`config.mk`:
```
export PLATFORM = sky130hd
export DESIGN_NAME = dvp_pixel_reader
export DESIGN_NICKNAME = d
export VERILOG_FILES = /design/src/rtl/dvp_pkg.sv /design/src/rtl/dvp_byte_packer.sv /design/src/rtl/dvp_pixel_reader.sv
export SDC_FILE = /design/constraint.sdc
export NUM_CORES = 1
export LEC_CHECK = 0
export CORE_ASPECT_RATIO = 0.7
export CORE_MARGIN = 2
export CORE_UTILIZATION = 53
export DETAILED_ROUTE_END_ITERATION = 8
export PLACE_DENSITY = 0.82
export SETUP_SLACK_MARGIN = 0.5
export SLEW_MARGIN = 40
export SYNTH_ARGS = -nofsm -noshare
export SYNTH_HDL_FRONTEND = slang
export SYNTH_HIERARCHICAL = 1
export SYNTH_SLANG_ARGS = --single-unit
```
`constraint.sdc`:
```
create_clock -name pclk -period 7.9 [get_ports pclk]
set_input_delay 1.975 -clock pclk [delete_from_list [all_inputs] [get_ports pclk]]
set_output_delay 1.975 -clock pclk [all_outputs]
set_load 0.005 [all_outputs]
```
`src/rtl/dvp_pkg.sv`:
```
// Shared definitions for the DVP pixel reader: capture FSM encoding and the
// all-ones value that the length counters saturate at.
package dvp_pkg;

    typedef enum logic [2:0] {
        ST_IDLE,
        ST_ARMED,
        ST_SKIP,
        ST_WAIT,
        ST_CAPTURE
    } dvp_state_e;

    localparam int unsigned SAT_W = 64;
    localparam logic [SAT_W-1:0] SAT_ONES = '1;

endpackage

```
`src/rtl/dvp_byte_packer.sv`:
```
// Packs BUS_W-bit camera words into BYTES_PER_PIX-word pixels; strobes pixel_valid
// one cycle after the last word lands and exposes the word index for partial-line checks.
module dvp_byte_packer
    import dvp_pkg::*;
#(
    parameter int BUS_W         = 8,
    parameter int BYTES_PER_PIX = 2,
    parameter int MSB_FIRST     = 0
) (
    input  logic                           pclk,
    input  logic                           rst_n,
    input  logic [BUS_W-1:0]               din,
    input  logic                           word_en,
    input  logic                           href,
    output logic                           word_last,
    output logic                           idx_nz,
    output logic                           pixel_valid,
    output logic [BUS_W*BYTES_PER_PIX-1:0] pixel
);

    localparam int PIX_W = BUS_W * BYTES_PER_PIX;
    localparam int IDX_W = (BYTES_PER_PIX > 1) ? $clog2(BYTES_PER_PIX) : 1;
    localparam logic [IDX_W-1:0] IDX_LAST = IDX_W'(BYTES_PER_PIX - 1);

    logic [IDX_W-1:0] idx_q, idx_d;
    logic [PIX_W-1:0] acc_q, acc_d;
    logic [PIX_W-1:0] pixel_q, pixel_d;
    logic             full_q, full_d;
    logic             valid_q, valid_d;
    int               slot;

    always_comb begin
        idx_d   = idx_q;
        acc_d   = acc_q;
        full_d  = 1'b0;
        valid_d = full_q;
        pixel_d = full_q ? acc_q : pixel_q;
        slot    = (MSB_FIRST != 0) ? (BYTES_PER_PIX - 1 - int'(idx_q)) : int'(idx_q);
        if (word_en) begin
            acc_d[slot*BUS_W +: BUS_W] = din;
            if (idx_q == IDX_LAST) begin
                idx_d  = '0;
                full_d = 1'b1;
            end else begin
                idx_d = idx_q + IDX_W'(1);
            end
        end else if (!href) begin
            // a word left over when href drops is a partial pixel and is dropped here
            idx_d = '0;
        end
    end

    always_ff @(posedge pclk or negedge rst_n) begin
        if (!rst_n) begin
            idx_q   <= '0;
            acc_q   <= '0;
            pixel_q <= '0;
            full_q  <= 1'b0;
            valid_q <= 1'b0;
        end else begin
            idx_q   <= idx_d;
            acc_q   <= acc_d;
            pixel_q <= pixel_d;
            full_q  <= full_d;
            valid_q <= valid_d;
        end
    end

    assign word_last   = word_en && (idx_q == IDX_LAST);
    assign idx_nz      = (idx_q != '0);
    assign pixel_valid = valid_q;
    assign pixel       = pixel_q;

endmodule

```
`src/rtl/dvp_pixel_reader.sv`:
```
// DVP camera pixel reader: start/stop/skip sequencing, sync edge detection, line/frame lengths.
// Build option DVP_INPUT_REG_EN adds an input register on din/href/vsync (+1 cycle latency).
//
// state   | meaning
// IDLE    | stopped, waiting for start
// ARMED   | started, waiting for the first vsync rise
// SKIP    | discarding SKIP_FRAMES whole frames
// WAIT    | between frames, waiting for vsync to fall
// CAPTURE | packing pixels of the current frame
module dvp_pixel_reader
    import dvp_pkg::*;
#(
    parameter int BUS_W         = 8,
    parameter int BYTES_PER_PIX = 2,
    parameter int MSB_FIRST     = 0,
    parameter int SKIP_FRAMES   = 1,
    parameter int CNT_W         = 16
) (
    input  logic                           pclk,
    input  logic                           rst_n,
    input  logic [BUS_W-1:0]               din,
    input  logic                           vsync,
    input  logic                           href,
    input  logic                           start,
    input  logic                           stop,
    output logic                           pixel_valid,
    output logic [BUS_W*BYTES_PER_PIX-1:0] pixel,
    output logic                           hstart,
    output logic                           vstart,
    output logic [CNT_W-1:0]               hlen,
    output logic [CNT_W-1:0]               vlen,
    output logic                           frame_done,
    output logic                           busy,
    output logic                           err_partial
);

    localparam logic [CNT_W-1:0] CNT_MAX = SAT_ONES[CNT_W-1:0];

    function automatic logic [CNT_W-1:0] sat_inc(input logic [CNT_W-1:0] v);
        return (v == CNT_MAX) ? v : v + CNT_W'(1);
    endfunction

    logic [BUS_W-1:0] din_s;
    logic             href_s, vsync_s;

`ifdef DVP_INPUT_REG_EN
    logic [BUS_W-1:0] din_r_q;
    logic             href_r_q, vsync_r_q;

    always_ff @(posedge pclk or negedge rst_n) begin
        if (!rst_n) begin
            din_r_q   <= '0;
            href_r_q  <= 1'b0;
            vsync_r_q <= 1'b0;
        end else begin
            din_r_q   <= din;
            href_r_q  <= href;
            vsync_r_q <= vsync;
        end
    end

    assign din_s   = din_r_q;
    assign href_s  = href_r_q;
    assign vsync_s = vsync_r_q;
`else
    assign din_s   = din;
    assign href_s  = href;
    assign vsync_s = vsync;
`endif

    dvp_state_e       state_q, state_d;
    logic [3:0]       skip_q, skip_d;
    logic             stop_pend_q, stop_pend_d;
    logic             href_prev_q, href_prev_d;
    logic             vsync_prev_q, vsync_prev_d;
    logic [CNT_W-1:0] pix_cnt_q, pix_cnt_d;
    logic [CNT_W-1:0] ln_cnt_q, ln_cnt_d;
    logic [CNT_W-1:0] hlen_q, hlen_d;
    logic [CNT_W-1:0] vlen_q, vlen_d;
    logic             err_q, err_d;
    logic             done_q, done_d;
    logic             hpend_q, hpend_d;
    logic             vpend_q, vpend_d;

    logic href_rise, href_fall, vs_rise, vs_fall;
    logic word_en, word_last, idx_nz;

    assign href_rise = href_s && !href_prev_q;
    assign href_fall = !href_s && href_prev_q;
    assign vs_rise   = vsync_s && !vsync_prev_q;
    assign vs_fall   = !vsync_s && vsync_prev_q;
    assign word_en   = (state_q == ST_CAPTURE) && href_s && !vsync_s;

    dvp_byte_packer #(
        .BUS_W         (BUS_W),
        .BYTES_PER_PIX (BYTES_PER_PIX),
        .MSB_FIRST     (MSB_FIRST)
    ) u_packer (
        .pclk        (pclk),
        .rst_n       (rst_n),
        .din         (din_s),
        .word_en     (word_en),
        .href        (href_s),
        .word_last   (word_last),
        .idx_nz      (idx_nz),
        .pixel_valid (pixel_valid),
        .pixel       (pixel)
    );

    always_comb begin
        state_d      = state_q;
        skip_d       = skip_q;
        stop_pend_d  = stop_pend_q;
        href_prev_d  = href_s;
        vsync_prev_d = vsync_s;
        pix_cnt_d    = pix_cnt_q;
        ln_cnt_d     = ln_cnt_q;
        hlen_d       = hlen_q;
        vlen_d       = vlen_q;
        err_d        = err_q;
        done_d       = 1'b0;
        hpend_d      = pixel_valid ? 1'b0 : hpend_q;
        vpend_d      = pixel_valid ? 1'b0 : vpend_q;

        unique case (state_q)
            ST_IDLE: begin
                if (start && !stop) begin
                    state_d = ST_ARMED;
                    err_d   = 1'b0;
                end
            end
            ST_ARMED: begin
                if (stop) begin
                    state_d = ST_IDLE;
                end else if (vs_rise) begin
                    if (SKIP_FRAMES > 0) begin
                        state_d = ST_SKIP;
                        skip_d  = 4'(SKIP_FRAMES);
                    end else begin
                        state_d = ST_WAIT;
                    end
                end
            end
            ST_SKIP: begin
                if (stop) begin
                    state_d = ST_IDLE;
                end else if (vs_rise) begin
                    if (skip_q == 4'd1) state_d = ST_WAIT;
                    else                skip_d  = skip_q - 4'd1;
                end
            end
            ST_WAIT: begin
                if (stop) stop_pend_d = 1'b1;
                if (vs_fall) begin
                    state_d = ST_CAPTURE;
                    vpend_d = 1'b1;
                end
            end
            ST_CAPTURE: begin
                if (stop) stop_pend_d = 1'b1;
                if (href_rise) begin
                    ln_cnt_d = sat_inc(ln_cnt_q);
                    hpend_d  = 1'b1;
                end
                if (word_last) pix_cnt_d = sat_inc(pix_cnt_q);
                if (href_fall) begin
                    hlen_d    = pix_cnt_q;
                    pix_cnt_d = '0;
                    if (idx_nz) err_d = 1'b1;
                end
                if (vs_rise) begin
                    vlen_d   = ln_cnt_q;
                    ln_cnt_d = '0;
                    done_d   = 1'b1;
                    state_d  = (stop_pend_q || stop) ? ST_IDLE : ST_WAIT;
                end
            end
            default: state_d = ST_IDLE;
        endcase

        if (state_d == ST_IDLE) stop_pend_d = 1'b0;
    end

    always_ff @(posedge pclk or negedge rst_n) begin
        if (!rst_n) begin
            state_q      <= ST_IDLE;
            skip_q       <= '0;
            stop_pend_q  <= 1'b0;
            href_prev_q  <= 1'b0;
            vsync_prev_q <= 1'b0;
            pix_cnt_q    <= '0;
            ln_cnt_q     <= '0;
            hlen_q       <= '0;
            vlen_q       <= '0;
            err_q        <= 1'b0;
            done_q       <= 1'b0;
            hpend_q      <= 1'b0;
            vpend_q      <= 1'b0;
        end else begin
            state_q      <= state_d;
            skip_q       <= skip_d;
            stop_pend_q  <= stop_pend_d;
            href_prev_q  <= href_prev_d;
            vsync_prev_q <= vsync_prev_d;
            pix_cnt_q    <= pix_cnt_d;
            ln_cnt_q     <= ln_cnt_d;
            hlen_q       <= hlen_d;
            vlen_q       <= vlen_d;
            err_q        <= err_d;
            done_q       <= done_d;
            hpend_q      <= hpend_d;
            vpend_q      <= vpend_d;
        end
    end

    assign hstart      = pixel_valid && hpend_q;
    assign vstart      = pixel_valid && vpend_q;
    assign hlen        = hlen_q;
    assign vlen        = vlen_q;
    assign frame_done  = done_q;
    assign busy        = (state_q != ST_IDLE);
    assign err_partial = err_q;

endmodule
```
==> results of run 1 <==
[final cells by class]
type / instances / area, µm²
Clock inverter: 12 / 180
Inverter: 12 / 45.0
Tap cell: 124 / 155
Timing Repair Buffer: 69 / 687
Fill cell: 676 / 2720
Sequential cell: 113 / 2830
Multi-Input combinational cell: 329 / 2070
Clock buffer: 20 / 467
[cells in the mapped netlist (2+ instances only)]
master     number
a2111oi_0       5
a211o_1         2
a211oi_1        5
a21oi_1         5
a31o_2          2
and2_1          5
and3_1          8
and4_1          4
buf_1           2
buf_6           4
clkbuf_1        8
dfrtp_1       113
ha_1            4
inv_1          12
mux2_2         24
mux2_4          8
nand2_1       110
nand2b_1        6
nand3_1         9
nand3b_1        2
nand4_1        10
nor2_1         36
nor2b_1         3
nor3_1          2
nor3b_1         4
o2111ai_1       2
o211ai_1        6
o21ai_0        12
o22ai_1         3
or3_1           4
xnor2_1        11
xor2_1         15
[kinds of logic after synthesis]
group / share of synthesized area, %
AO/OA/AOI/OAI: 7.01
XOR/XNOR: 4.54
adder cells (fa/ha/maj): 0.997
buffers and inverters: 2.64
flip-flops: 56.3
multiplexers: 7.98
AND/OR/NAND/NOR: 20.5
[power by group]
| part | internal (mW) | switching [mW] |
|---|---|---|
| sequential | 0.605 | 0.0224 |
| combinational | 0.0499 | 0.0437 |
| clock | 0.553 | 0.269 |
| total | 1.21 | 0.335 |
[stage by stage]
stage / area (µm²) / cells / hold slack (ns) / worst slack, ns / utilization [%]
2_1_floorplan: 5020 / 469 / 0.374 / 4.35 / -
3_3_place_gp: 5770 / 647 / 0.459 / 3.37 / 63.1
3_5_place_dp: 5780 / 647 / 0.463 / 3.24 / 63.2
4_1_cts: 6430 / 679 / 0.478 / 3.67 / 70.3
5_1_grt: 6430 / 679 / 0.502 / 3.46 / 70.3
6_report: 6430 / 679 / 0.475 / 3.70 / 70.3
[flip-flops by register name, indices dropped and copies added, names as in the netlist, 3 cells and up]
name / flops
u_packer/acc_q: 16
vlen: 16
ln_cnt_q: 16
pix_cnt_q: 16
u_packer/pixel: 16
skip_q: 4
hlen: 16
state_q: 3
[routing by layer]
layer	track usage (%)	up-vias	routed length, µm
li1	-	1758	-
met5	0	-	0
met1	29.6	1803	4930
met4	9.73	0	206
met3	6.85	21	570
met2	32.8	107	4790
[path summary, 6_finish.rpt]
| check | from | end | slack, ns | cells after the start |
|---|---|---|---|---|
| worst max-delay path | href | pix_cnt_q[7]$_DFFE_PN0P_ | 3.70 | 8 |
| worst min-delay path | vlen[3]$_DFFE_PN0P_ | vlen[3]$_DFFE_PN0P_ | 0.48 | 2 |
| worst max register to register | state_q[1]$_DFF_PN0_ | pix_cnt_q[7]$_DFFE_PN0P_ | 4.69 | 8 |
| worst min register to register | vlen[3]$_DFFE_PN0P_ | vlen[3]$_DFFE_PN0P_ | 0.48 | 2 |
| max in group asynchronous | rst_n | u_packer/pixel[15]$_DFFE_PN0P_ | 5.35 | 2 |
| min in group asynchronous | rst_n | skip_q[0]$_DFFE_PN0P_ | 1.49 | 1 |
[critical path: stages]
cell and delay (ns):
clkdlybuf4s50_1 0.57, nor3b_1 0.38, nand2_2 0.25, inv_1 0.19, o21ai_1 0.24, a2111oi_0 0.61, xnor2_1 0.19, nor2_1 0.06
==> flow_metrics.py, run 1 <==
metrics = {
    "clocking": {
        "post_cts_resized": 0,
        "cts_buffers": 17,
        "htree_levels": 4,
        "hold_buffers": 0,
        "cts_sinks": 113,
        "cts_root_buf": "clkbuf_16",
        "clockBufferDepth": 2,
        "cts_tree": "yes",
        "clkLatencyLatePin_ns": 0.41,
        "post_cts_buffers": 0,
        "clkSlewWorstSetupHoldPaths_ns": 0.05,
    },
    "sta": {
        "finalSetupTns_ns": 0,
        "maxSlewViolCount": 0,
        "period_share_pct": 53.2,
        "layout_min_cycle_time_ns": 4.20,
        "fin_skew_ns": 0.00567,
        "relSlewSlack_pct": 51.9,
        "hold_viol_final": 0,
        "setup_violations": 0,
        "rsz0062_at_grt": "false",
        "worst_pin_slew_ns": 0.722,
        "fmax_ghz": 0.238,
    },
    "synth": {
        "synthTopCellsByArea": "dfrtp_1 56%, nand2_1 8.2%, mux2_2 5.4%, nor2_1 2.7%, xor2_1 2.6%",
        "ys_warn_count": 6,
        "ys_types": 55,
        "synthCells": 469,
        "ys.flop_type": "dfrtp_1",
        "synth_top_cell_area_share_pct": 56.3,
        "synth_edf_count": 0,
        "yosysTopAreaCell": "dfrtp_1",
        "netlist_area_um2": 5020,
        "async_flop_share_pct": 100,
        "ys_seq_area_share_pct": 56.3,
        "ys_ff_latch": 113,
        "syn_avg_cell_area_um2": 10.7,
        "syn_nets": 487,
    },
    "critical_path": {
        "start_kind": "input port",
        "path_max_fanout": 9,
        "criticalPathCategory": "input port to register",
        "crit_path_end_kind": "register",
        "required_ns": 8.17,
        "crit_arrival_ns": 4.47,
    },
    "drt": {
        "drt_drc_violations_left": 0,
        "drtAntennaViolNets": 0,
        "via_per_inst": 5.43,
        "dr.pass1.iters": 4,
        "wl_per_cell_um": 15.5,
        "via_count": 3689,
        "drt-initial-drc-count": 231,
        "drt-total-wl_um": 10500,
    },
    "global_routing": {
        "grt_pass1_vias": 3654,
        "grt_max_degree": 82,
        "antenna_found_initial": 0,
        "grt_overflow": 0,
        "grt_usage_pct": 21.9,
        "grt_pass1_wl_um": 17400,
    },
    "worst_hold_path": {
        "min-delay-path-class": "register to register",
    },
    "die": {
        "die_y_um": 85.4,
        "core_area_um2": 9140,
        "ios": 68,
        "row_count": 29,
        "die_area_um2": 10300,
        "die_w_um": 120,
        "start_util_pct": 54.9,
    },
    "place": {
        "port_buffers": 67,
        "dp_hpwl_um": 6920,
        "gp_congestion": 0.893,
    },
    "cells_and_area": {
        "syn_to_final_growth_pct": 28.1,
        "drive_above_1_share_pct": 13.5,
        "final_common_cell": "dfrtp_1",
        "antenna-diode-count": 0,
        "mostFrequentLayoutCells": "113 x dfrtp_1, 110 x nand2_1, 66 x clkdlybuf4s50_1",
        "nets": 560,
    },
    "power_and_ir_drop": {
        "powerDensity_nw_per_um2": 240,
        "p_leak_nw": 3.10,
        "power_mw": 1.54,
        "irDropWorstVdd_v": 0.000178,
    },
    "flow_run": {
        "cap_violations": 0,
    },
    "status": {
        "outcome": "finished clean",
    },
}
Power figures use the tool's default switching activity.
==> inputs of run 2 (changes only) <==
CORE_UTILIZATION = 49   (was 53)
PLACE_DENSITY = 0.8   (was 0.82)
clock period = 3.48 ns   (was 7.9 ns; I/O delays follow)
==> run 2 against run 1 <==
  * First-iteration DRC count grew 0.87%
  * Via count grew 1.5%
  * Critical endpoint is now pix_cnt_q[10]$_DFFE_PN0P_
  * Final cell count grew 1.2%
==> flow_metrics.py, run 2 (synthesis gave the netlist of run 1 again) <==
metrics = {
    "power_and_ir_drop": {
        "p_leak_nw": 3.09,
        "irDropWorstVdd_v": 0.000356,
        "powerDensity_nw_per_um2": 526,
    },
    "critical_path": {
        "crit_arrival_ns": 3.09,
        "crit_path_end_kind": "register",
        "required_ns": 3.81,
        "r2r_cells": 9,
        "path_delay_family": "simple AND/OR/NAND/NOR gates",
        "criticalPathCategory": "register to register",
        "r2r_setup_slack_ns": 0.72,
        "cp_cell_sequence": "or3b_1 -> buf_4 -> nor3b_2 -> nand2_2 -> inv_1 -> o21ai_2 -> a211o_1 -> or3_1 -> a21oi_1",
        "r2r_start": "state_q[0]$_DFF_PN0_",
        "cpPeakStageDelay_ns": 0.46,
        "path_max_fanout": 10,
        "reg2reg_to": "pix_cnt_q[10]$_DFFE_PN0P_",
        "slowest_stage": "dfrtp_1",
        "start_kind": "register",
        "startpoint": "state_q[0]$_DFF_PN0_",
        "critPathBufInv": 2,
    },
    "die": {
        "die_w_um": 125,
        "row_count": 30,
        "start_util_pct": 51.0,
        "ios": 68,
        "core_area_um2": 9830,
        "die_y_um": 88.7,
        "die_area_um2": 11100,
    },
    "cells_and_area": {
        "final_cells": 687,
        "final_common_cell": "dfrtp_1",
        "antenna-diode-count": 0,
        "syn_to_final_growth_pct": 28.0,
        "drive_above_1_share_pct": 13.8,
        "nets": 564,
        "mostFrequentLayoutCells": "113 x dfrtp_1, 110 x nand2_1, 66 x clkdlybuf4s50_1",
    },
    "sta": {
        "finalSetupTns_ns": 0,
        "rsz0062_at_grt": "false",
        "fin_skew_ns": 0.00864,
        "postLayoutSetupSlackWorst_ns": 0.716,
        "fmax_ghz": 0.362,
        "period_share_pct": 79.4,
        "hold_viol_final": 0,
        "layout_min_cycle_time_ns": 2.76,
        "worst_pin_slew_ns": 0.748,
        "relSlewSlack_pct": 50.2,
        "setup_violations": 0,
        "maxSlewViolCount": 0,
    },
    "clocking": {
        "cts_tree": "yes",
        "clkSlewWorstSetupHoldPaths_ns": 0.06,
        "post_cts_buffers": 0,
        "clockBufferDepth": 2,
        "htree_levels": 4,
        "cts_root_buf": "clkbuf_16",
        "clkLatencyLatePin_ns": 0.41,
        "hold_buffers": 0,
        "cts_sinks": 113,
        "cts_buffers": 17,
    },
    "drt": {
        "via_count": 3745,
        "wl_per_cell_um": 16.2,
        "drt-total-wl_um": 11100,
        "drt-initial-drc-count": 233,
        "drtAntennaViolNets": 0,
        "drt_drc_violations_left": 0,
        "dr.pass1.iters": 6,
        "via_per_inst": 5.45,
    },
    "global_routing": {
        "grt_use_met2_pct": 31.0,
        "grt_use_met1_pct": 30.7,
        "use_met3_pct": 6.17,
        "grt_pass1_wl_um": 18600,
        "grt_overflow": 0,
        "grt_max_degree": 68,
        "grt_pass1_vias": 3761,
        "grt_usage_pct": 21.5,
        "antenna_found_initial": 0,
        "busiest_layer": "met2",
    },
    "place": {
        "dp_hpwl_um": 7480,
        "port_buffers": 67,
        "dp_slack_ns": 0.0678,
        "gp_congestion": 0.873,
        "place_inst": 655,
    },
    "flow_run": {
        "cap_violations": 0,
    },
    "worst_hold_path": {
        "min-delay-path-class": "input port to async pin",
    },
    "status": {
        "outcome": "finished clean",
    },
}
-- run 2: changes by cell type in the layout (fill, tap and decap cells not counted), moves of 2 or more --
cell       change
a2111oi_1      +4
clkbuf_8       -2
buf_4          +4
clkinv_2       +2
a2111oi_0      -5
clkbuf_1       +4
-- run 2: power by group --
part           internal, mW  switching (mW)
Combinational         0.114           0.104
Sequential             1.37          0.0537
Clock                  1.14           0.594
-- run 2: worst reg2reg max path, cell delays in order, from the launching register on --
cell     delay (ns)
dfrtp_1        0.46
or3b_1         0.41
buf_4          0.19
nor3b_2        0.27
nand2_2        0.21
inv_1          0.17
o21ai_2        0.17
a211o_1        0.33
or3_1          0.31
a21oi_1        0.15
-- run 2: worst max path at each step --
| stage | depth (start not counted) | slack [ns] | end |
|---|---|---|---|
| 6_report | 9 | 0.72 | pix_cnt_q[10]$_DFFE_PN0P_ |
| 5_1_grt | 9 | 0.56 | pix_cnt_q[10]$_DFFE_PN0P_ |
| 4_1_cts | 9 | 0.48 | pix_cnt_q[10]$_DFFE_PN0P_ |
| 3_5_place_dp | 8 | 0.07 | pix_cnt_q[7]$_DFFE_PN0P_ |
| 3_3_place_gp | 8 | 0.19 | pix_cnt_q[7]$_DFFE_PN0P_ |
| 2_1_floorplan | 9 | 0.91 | pix_cnt_q[7]$_DFFE_PN0P_ |
-- run 2: layout make-up --
cell class | count | area (µm²)
Fill cell | 742 | 3410
Sequential cell | 113 | 2830
Multi-Input combinational cell | 329 | 2080
Timing Repair Buffer | 73 | 726
Clock buffer | 22 | 454
Tap cell | 128 | 160
Clock inverter | 10 | 135
Inverter | 12 | 45.0
-- run 2: metal layers --
metal | vias up | wire [µm]
met4 | 0 | 190
met1 | 1842 | 5250
met2 | 116 | 4970
met5 | - | 0
met3 | 19 | 709
li1 | 1768 | -
-- run 2: through the flow --
stage | hold slack [ns] | util, % | total power, mW | area [µm²]
2_1_floorplan | 0.374 | - | 1.55 | 5020
3_3_place_gp | 0.458 | 59.1 | 1.65 | 5820
3_5_place_dp | 0.462 | 59.1 | 1.67 | 5820
4_1_cts | 0.477 | 65.2 | 3.41 | 6410
5_1_grt | 0.504 | 65.3 | 3.50 | 6430
6_report | 0.466 | 65.3 | 3.38 | 6430
-- run 2: repair_timing --
| item | CTS | global route |
|---|---|---|
| gates resized for setup | 4 | 4 |
| endpoints found under the setup margin | 4 | 11 |
| hold endpoints to repair | 0 | 0 |
| cloned | 0 | 0 |
